**src/rtl/totient_pkg.sv**
```systemverilog
// Shared display helpers for the totient codebase.
// Contents:
//   SEG_BLANK  - all segments off ({A..G} = 0)
//   AN_OFF     - all digit enables off (active-low)
//   SEG_TABLE  - 16-entry hex -> {A..G} active-high pattern table
//   hex_to_seg - looks up one pattern in SEG_TABLE
package totient_pkg;

  localparam logic [6:0] SEG_BLANK = 7'b0000000;
  localparam logic [3:0] AN_OFF    = 4'b1111;

  // Packed so that SEG_TABLE[n] is the pattern for hex digit n; the list
  // therefore runs from F (highest index) down to 0.
  localparam logic [15:0][6:0] SEG_TABLE = {
    7'b1000111,  // F
    7'b1001111,  // E
    7'b0111101,  // d
    7'b1001110,  // C
    7'b0011111,  // b
    7'b1110111,  // A
    7'b1111011,  // 9
    7'b1111111,  // 8
    7'b1110000,  // 7
    7'b1011111,  // 6
    7'b1011011,  // 5
    7'b0110011,  // 4
    7'b1111001,  // 3
    7'b1101101,  // 2
    7'b0110000,  // 1
    7'b1111110   // 0
  };

  function automatic logic [6:0] hex_to_seg(input logic [3:0] hex);
    return SEG_TABLE[hex];
  endfunction

endpackage

```
**src/rtl/seg7_hex_decoder.sv**
```systemverilog
// Combinational hex digit to 7-segment decoder.
// Ports:
//   hex  in  4  value 0..15
//   seg  out 7  {A..G}, active-high; every input value has a pattern
module seg7_hex_decoder
  import totient_pkg::*;
(
  input  logic [3:0] hex,
  output logic [6:0] seg
);

  assign seg = hex_to_seg(hex);

endmodule

```
**src/rtl/totient_display_scan.sv**
```systemverilog
// Display stage for the totient sequencer: keeps the last four strobed values
// and time-multiplexes them onto a 4-digit 7-segment display with a blank
// interval at the start of every digit slot.
// Ports:
//   clk_0          in   clock, rising edge
//   R              in   asynchronous active-low reset
//   val_in[3:0]    in   value from sequencer
//   val_stb        in   one-cycle strobe qualifying val_in
//   clr            in   synchronous history clear
//   A..G           out  segments, active-high, registered
//   DP             out  decimal point (history overflow, shown on slot 3)
//   AN[3:0]        out  digit enables, active-low, registered; AN[0] rightmost
module totient_display_scan
  import totient_pkg::*;
#(
  parameter int SCAN_DIV     = 1000,
  parameter int BLANK_CYCLES = 8
) (
  input  logic       clk_0,
  input  logic       R,
  input  logic [3:0] val_in,
  input  logic       val_stb,
  input  logic       clr,
  output logic       A,
  output logic       B,
  output logic       C,
  output logic       D,
  output logic       E,
  output logic       F,
  output logic       G,
  output logic       DP,
  output logic [3:0] AN
);

  localparam int              PC_W    = $clog2(SCAN_DIV);
  localparam logic [PC_W-1:0] PC_LAST = PC_W'(SCAN_DIV - 1);
  localparam logic [PC_W-1:0] PC_BLNK = PC_W'(BLANK_CYCLES);

  logic [PC_W-1:0] pc, pc_nxt;
  logic [1:0]      slot, slot_nxt;
  logic            pc_wrap;

  logic [3:0] h0, h1, h2, h3;
  logic [3:0] v, v_clr;
  logic       ovf, ovf_clr;

  logic [6:0] seg_lat, seg_lat_nxt;
  logic       en_lat, en_lat_nxt;
  logic       dp_lat, dp_lat_nxt;
  logic       snap;

  logic [3:0] h_sel;
  logic [6:0] seg_sel;

  logic [6:0] seg_q, seg_nxt;
  logic       dp_q, dp_nxt;
  logic [3:0] an_q, an_nxt;
  logic       active;

  // Prescaler and slot counter
  always_comb begin
    pc_wrap  = (pc == PC_LAST);
    pc_nxt   = pc_wrap ? '0 : pc + 1'b1;
    slot_nxt = pc_wrap ? slot + 2'd1 : slot;
  end

  // History entry for the slot currently being snapshotted
  always_comb begin
    h_sel = h0;
    case (slot)
      2'd0: h_sel = h0;
      2'd1: h_sel = h1;
      2'd2: h_sel = h2;
      2'd3: h_sel = h3;
      default: h_sel = h0;
    endcase
  end

  seg7_hex_decoder u_dec (
    .hex (h_sel),
    .seg (seg_sel)
  );

  // The snapshot at pc==0 freezes what this slot shows, so later strobes or
  // clears cannot tear the digit mid-slot.
  always_comb begin
    snap        = (pc == '0);
    seg_lat_nxt = snap ? seg_sel : seg_lat;
    en_lat_nxt  = snap ? v[slot] : en_lat;
    dp_lat_nxt  = snap ? ((slot == 2'd3) && ovf) : dp_lat;
  end

  // Outputs are computed from next-state pc/slot and next-state latches so the
  // registered pins change exactly on slot and blank boundaries.
  always_comb begin
    active  = (pc_nxt >= PC_BLNK) && en_lat_nxt;
    an_nxt  = AN_OFF;
    seg_nxt = SEG_BLANK;
    dp_nxt  = 1'b0;
    if (active) begin
      an_nxt         = AN_OFF;
      an_nxt[slot_nxt] = 1'b0;
      seg_nxt        = seg_lat_nxt;
      dp_nxt         = dp_lat_nxt;
    end
  end

  // Clear is applied before a same-cycle load.
  always_comb begin
    v_clr   = clr ? 4'b0000 : v;
    ovf_clr = clr ? 1'b0 : ovf;
  end

  always_ff @(posedge clk_0 or negedge R) begin
    if (!R) begin
      pc      <= '0;
      slot    <= 2'd0;
      h0      <= 4'd0;
      h1      <= 4'd0;
      h2      <= 4'd0;
      h3      <= 4'd0;
      v       <= 4'b0000;
      ovf     <= 1'b0;
      seg_lat <= SEG_BLANK;
      en_lat  <= 1'b0;
      dp_lat  <= 1'b0;
      seg_q   <= SEG_BLANK;
      dp_q    <= 1'b0;
      an_q    <= AN_OFF;
    end else begin
      pc      <= pc_nxt;
      slot    <= slot_nxt;
      seg_lat <= seg_lat_nxt;
      en_lat  <= en_lat_nxt;
      dp_lat  <= dp_lat_nxt;
      seg_q   <= seg_nxt;
      dp_q    <= dp_nxt;
      an_q    <= an_nxt;
      if (val_stb) begin
        h0  <= val_in;
        h1  <= h0;
        h2  <= h1;
        h3  <= h2;
        v   <= {v_clr[2:0], 1'b1};
        // A strobe into a full history pushes the oldest value out.
        ovf <= ovf_clr | (v_clr == 4'b1111);
      end else begin
        v   <= v_clr;
        ovf <= ovf_clr;
      end
    end
  end

  assign {A, B, C, D, E, F, G} = seg_q;
  assign DP = dp_q;
  assign AN = an_q;

endmodule

```
**config.mk**
```make
export PLATFORM = sky130hd
export DESIGN_NAME = totient_display_scan
export DESIGN_NICKNAME = d
export VERILOG_FILES = /design/src/rtl/totient_pkg.sv /design/src/rtl/seg7_hex_decoder.sv /design/src/rtl/totient_display_scan.sv
export SDC_FILE = /design/constraint.sdc
export NUM_CORES = 1
export LEC_CHECK = 0
export BUFFER_PORTS_ARGS = -buffer_cell sky130_fd_sc_hd__buf_2
export CORE_UTILIZATION = 60
export DETAILED_ROUTE_END_ITERATION = 10
export PLACE_DENSITY_LB_ADDON = 0.12
export SYNTH_ARGS = -nofsm -noshare
export SYNTH_HDL_FRONTEND = slang
export SYNTH_SLANG_ARGS = --single-unit
```
**constraint.sdc**
```tcl
create_clock -name clk_0 -period 6 [get_ports clk_0]
set_input_delay 0.6 -clock clk_0 [delete_from_list [all_inputs] [get_ports clk_0]]
set_output_delay 0.6 -clock clk_0 [all_outputs]
set_load 0.01 [all_outputs]
```
## Word-level counts from Yosys, hierarchy flattened

Memories as Yosys holds them, arrays and structs flattened.
Cells that the tools add are included.
W data, S select, Z words.

| operators by class | value |
|---|---|
| add/sub/neg operators | 2 |
| $lt $le $gt $ge | 5 |
| equality and inequality tests | 5 |
| multiplexer cells | 18 |
| bitwise logic cells | 2 |
| reduce and logical (&&, ||, !) cells | 5 |

Operators with widths:

| operator | number |
|---|---|
| $mux W7 | 3 |
| $pmux W4 S4 | 1 |
| $mux W4 | 3 |
| $add A10 B1 Y10 const B | 1 |
| $eq A10 B10 Y1 const B | 1 |
| $ge A10 B4 Y1 const B | 1 |
| $logic_not A10 Y1 | 1 |
| $mux W10 | 1 |
| $mux W1 | 7 |
| $lt A2 B3 Y1 const B | 2 |
| $lt A4 B5 Y1 const B | 1 |
| $eq A2 B2 Y1 const B | 2 |
| $eq A4 B4 Y1 const B | 1 |
| $not A4 Y4 | 1 |
| $logic_and A1 B1 Y1 | 3 |
| $add A2 B1 Y2 const B | 1 |
| $bmux W1 S2 | 1 |
| $demux W1 S2 | 1 |
| $eq A2 B1 Y1 const B | 1 |
| $ge A2 B1 Y1 const B | 1 |
| $logic_not A2 Y1 | 1 |
| $mux W2 | 1 |
| $or A1 B1 Y1 | 1 |

| storage, ports and cells | value |
|---|---|
| register bits | 54 |
| memory bits (read-only) | 112 |
| input bits | 8 |
| output and inout bits | 12 |
| memories | 1 |

Memory list:

| memory | depth | bits a word | rd ports | clocked after Yosys merged registers in | wr ports | line | source |
|---|---|---|---|---|---|---|---|
| (name not given) | 16 | 7 | 1 | 0 | 0 | totient_pkg.sv:34 | `return SEG_TABLE[hex];` |

## Depth between registers and ports, before layout

| depth | value |
|---|---|
| depth in word-level cells | 8 |
| mapped depth | 12 |
| gate-level depth less buffers | 12 |

## Modules after synthesis

From an unflattened synthesis, not the netlist that was laid out.

| unflattened totals | value |
|---|---|
| cells, all modules | 247 |
| area, all modules | 2,773.9 µm² |

Modules (own cells, without submodules):

| module | times used | cells each | area an instance (µm²) |
|---|---|---|---|
| totient_display_scan | 1 | 214 | 2,483.6 |
| seg7_hex_decoder | 1 | 33 | 290.3 |

## Least setup slack after synthesis

Ideal clock, no wire load.

| timing | value |
|---|---|
| path kind | register -> register |
| from | register slot[0] |
| to | register seg_q[1] |
| setup time | 120 ps |
| arrival | 2,378 ps |
| data required time | 5,880 ps |
| slack | 3,502 ps |
| cell stages (with the launch flop) | 10 |
| cells stage by stage | dfrtp_1 > inv_1 > ha_1 > inv_2 > mux2i_1 > inv_1 > ha_1 > or4_1 > o221a_2 > o211a_1 |

| between the ends | value |
|---|---|
| word-level cells in the longest chain between the ends | 6 |
| elaborated cells on any way between the ends | 13 |
| those cells by class | eq/ne (3); mux (7); reduce/logical (2); memory (1) |

RTL lines:

| what | line | source |
|---|---|---|
| from (decl) | totient_display_scan.sv:40 | `logic [1:0] slot, slot_nxt;` |
| from (signal assigned) | totient_display_scan.sv:132 | `slot <= slot_nxt;` |
| $eq A2 B2 Y1 (tied with other cells) | totient_display_scan.sv:70 | `case (slot)` |
| $pmux W4 S4 * | totient_display_scan.sv:70 |  |
| $mem_v2 Z16 W7 * | -- |  |
| $mux W7 (not written as such) * | totient_pkg.sv:34 |  |
| $mux W7 * | totient_display_scan.sv:88 | `seg_lat_nxt = snap ? seg_sel : seg_lat;` |
| net seg_lat_nxt[1] | totient_display_scan.sv:47 | `logic [6:0] seg_lat, seg_lat_nxt;` |
| $mux W7 * | totient_display_scan.sv:100 | `if (active) begin` |
| net seg_nxt[1] | totient_display_scan.sv:55 | `logic [6:0] seg_q, seg_nxt;` |
| to (signal assigned) | totient_display_scan.sv:136 | `seg_q <= seg_nxt;` |
| to (decl) | totient_display_scan.sv:55 |  |

Mark *: on every way through the listed nets, which the timed path passes. The rest lies on a longest branch. The select of a mux whose other input is x is not followed.
A chain may end at the register's enable or synchronous reset.

## Worst setup path after layout

| timing | value |
|---|---|
| from | register slot[1] |
| to | register seg_q[6] |

The elaborated chain is that of the path after synthesis.

==> metrics.md <==
| Metric | Value |
|---|---|
| Outcome | complete, no violations |
| Die W | 70.0 um |
| Starting Density | 63.2% |
| Setup bufs post-CTS | 0 |
| Power density over the cells | 228 mW/mm^2 |
| Worst setup SP type | flip-flop |
| Core box area | 0.00438 mm^2 |
| Worst EP arrival | 3.09 ns |
| Post-CTS sizing | 0 |
| GRT Overall Usage | 22.8% |
| R2R cell count | 11 |
| Final core utilization | 68.0% |
| Endpoints failing setup | 0 |
| Largest net degree at the start of global routing | 55 |
| Clock sink count | 54 |
| First-pass GRT wire length | 8760 um |
| Max cap viols | 0 |
| Proportion of layout cells with a drive suffix above 1 | 23.5% |
| CP top delay family | compound AO/OA/AOI/OAI gates |
| Synth top cells by count | 50 x dfrtp_1, 16 x nor2_1, 15 x inv_1 |
| RePlAce Congestion | 0.827 |
| CP peak stage delay | 0.42 ns |
| Reg2reg start | slot[1]$_DFF_PN0_ |
| Number of synthesized flops with an enable pin | 0 |
| Worst-Margin Slew | 0.647 ns |
| Routed WL | 5280 um |
| CP bufs+invs | 2 |
| Synth area leader | dfrtp_1 |
| Per-cell routed wire length | 16.7 um |
| CTS clock-pin slew for the worst setup and hold paths | 0.09 ns |
| Top FF cell, synth | dfrtp_1 |
| Worst R2R End | seg_q[6]$_DFF_PN0_ |
| Reg-to-reg slack, setup | 3.10 ns |
| Worst slack at placement | 3.17 ns |
| Number of global-route vias before repair | 1784 |
| Pins over their slew limit | 0 |
| Final cycle utilization of the critical path | 48.3% |
| N_diodes | 0 |
| Sequential element share of the synthesized area | 48.9% |
| Top-count cell post-synth | dfrtp_1 |
| Die Span Y | 70.0 um |
| Nets@finish | 284 |
| Synthesized instance count | 245 |
| CP endpoint kind | flip-flop |
| GRT overflow | 0 |
| Synth Net Count | 265 |
| CTS H-Tree Depth | 2 |
| FF/Latch Area | 0.00136 mm^2 |
| Leakage power | 0.00136 uW |
| Via density | 6.10 |
| Number of placement rows | 24 |
| Vias post-DR | 1927 |
| P&R area growth vs syn | 7.58% |
| Drc violations | 0 |
| IO Count | 20 |
| Share of the synthesized area in the top cell type | 45.1% |
| Port bufs | 19 |
| Highest Clock Rate | 345 MHz |
| Top cells by area, synth | dfrtp_1 45%, mux2_2 5.7%, ha_1 5.4% |
| Pre-Repair DR Iteration Count | 5 |
| Post-DP HPWL | 3790 um |
| Avg Inst Size Synth | 11.3 um^2 |
| TNS Setup | 0 ns |
| Critical Path RT | 6.20 ns |
| CTS Hold Bufs | 0 |
| TritonCTS clock tree | done |
| CTS buffer count | 5 |
| Setup CP Type | reg -> reg |
| Cell at the root of the clock tree | clkbuf_8 |
| Crit-path slowest cell | dfrtp_1 |
| Critical path, cell by cell | inv_1 -> ha_1 -> a222oi_1 -> mux2i_1 -> inv_1 -> ha_1 -> nand2b_1 -> o311ai_0 -> nor4_1 -> or3_1 -> o211a_1 |
| Fillers | 340 |
| Unrepaired setup endpoints after global routing | false |
| Final hold violation count | 0 |
| Synth async-reset ratio | 100% |
| Clk buf depth | 2 |
| Clk_lat worst skew | 0.30 ns |
| Final Skew | 0.00448 ns |
| Critical path peak fanout | 6 |
| Peak supply drop | 0.205 mV |
| Drt initial violations | 178 |
| Die area | 0.00490 mm^2 |
| Area occupied by multi-input gates | 0.00132 mm^2 |
| Yosys reg bits | 54 |
| DRT antenna net count | 0 |
| Slew margin rel. | 56.8% |
| Min Tclk post-route | 2.90 ns |
| Initial antenna violation count | 0 |
| Number of distinct library cells after synthesis | 57 |
| Final worst setup slack | 3.10 ns |
| Warnings from Yosys | 0 |
| Worst min path class | in -> async |
| Post-synthesis cell area | 0.00277 mm^2 |
[worst register-to-register path, stage by stage, from the launching register on]
cell and delay [ns]:
dfrtp_1 0.42, inv_1 0.08, ha_1 0.25, a222oi_1 0.40, mux2i_1 0.25, inv_1 0.17, ha_1 0.27, nand2b_1 0.09
o311ai_0 0.27, nor4_1 0.08, or3_1 0.37, o211a_1 0.14
[final cells by class]
type	count	share of cell area [%]
sequential	54	45.5
inverter	17	2.14
multi-input combinational	166	44.1
clock inverter	2	0.336
clock buffer	5	2.31
tap	52	2.18
timing repair buffer	20	3.44
[layout by cell type (no fill, tap or decap), types with 2 or more instances in the layout]
master / n
o21ai_0: 7
o32ai_1: 2
o211ai_1: 2
mux2_2: 14
nor4_1: 2
or2_2: 4
o211a_1: 5
clkinv_2: 2
inv_1: 15
nand2_1: 13
nand4_1: 2
ha_1: 12
or3_1: 3
nand3_1: 13
o221a_2: 4
clkbuf_8: 5
xnor2_1: 5
a21o_1: 2
o31ai_1: 3
a31oi_1: 2
nor3_1: 4
a221oi_1: 2
a222oi_1: 4
and3_1: 5
dfrtp_1: 50
nor2_1: 16
mux2i_1: 9
xor2_1: 2
dfstp_2: 4
a211oi_1: 2
a21oi_1: 3
buf_2: 19
o311ai_0: 2
[registers in the layout (all words and copies together) (netlist names)]
signal,cells
pc,10
v,4
seg_q,7
h0,4
h3,4
DP,1
AN,4
seg_lat,7
slot,2
dp_lat,1
ovf,1
h1,4
en_lat,1
h2,4
[how the worst max path moves through the flow]
stage | start | to | slack (ns) | cells past startpoint
6_report | slot[1]$_DFF_PN0_ | seg_q[6]$_DFF_PN0_ | 3.10 | 11
5_1_grt | slot[1]$_DFF_PN0_ | seg_q[6]$_DFF_PN0_ | 2.88 | 11
4_1_cts | slot[1]$_DFF_PN0_ | seg_q[6]$_DFF_PN0_ | 3.14 | 11
3_3_place_gp | slot[0]$_DFF_PN0_ | seg_q[1]$_DFF_PN0_ | 3.33 | 9
3_5_place_dp | slot[1]$_DFF_PN0_ | seg_q[6]$_DFF_PN0_ | 3.17 | 11
2_1_floorplan | slot[0]$_DFF_PN0_ | seg_q[1]$_DFF_PN0_ | 3.50 | 9
[cells by family (layout without fill, tap and decap cells)]
| family | count (synthesis) | count (layout) | synth area share (%) |
|---|---|---|---|
| buf+inv | 25 | 44 | 3.61 |
| flops | 54 | 54 | 48.9 |
| simple gates | 70 | 70 | 13.6 |
| fa+ha+maj | 12 | 12 | 5.42 |
| compound gates | 50 | 50 | 14.5 |
| mux | 27 | 27 | 11.7 |
| xor+xnor | 7 | 7 | 2.21 |
[per-layer routing]
layer | routed length [um] | vias up | track usage [%] | part of all wire (%)
met3 | 170 | 6 | 3.46 | 3.2
li1 | - | 945 | - | -
met5 | 0 | - | 0 | 0
met2 | 2420 | 53 | 35.1 | 46
met1 | 2620 | 923 | 33.2 | 50
met4 | 68 | 0 | 8.00 | 1.3
[report_power, final]
part | leakage, uW | total, uW | switching (uW) | internal, uW
Combinational | 0.000660 | 78.6 | 41.1 | 37.5
Sequential | 0.000654 | 411 | 18.8 | 392
Clock | 0.0000438 | 189 | 110 | 78.6
[stage by stage]
stage	total power, uW	area, um^2	std cells	hold slack (ns)
after detailed placement	497	2900	309	0.460
after CTS	687	2980	316	0.429
after global routing	710	2980	316	0.456
final	679	2980	316	0.401
after floorplan	466	2770	245	0.304
after global placement	495	2900	309	0.453
(Power assumes the default switching activity.)
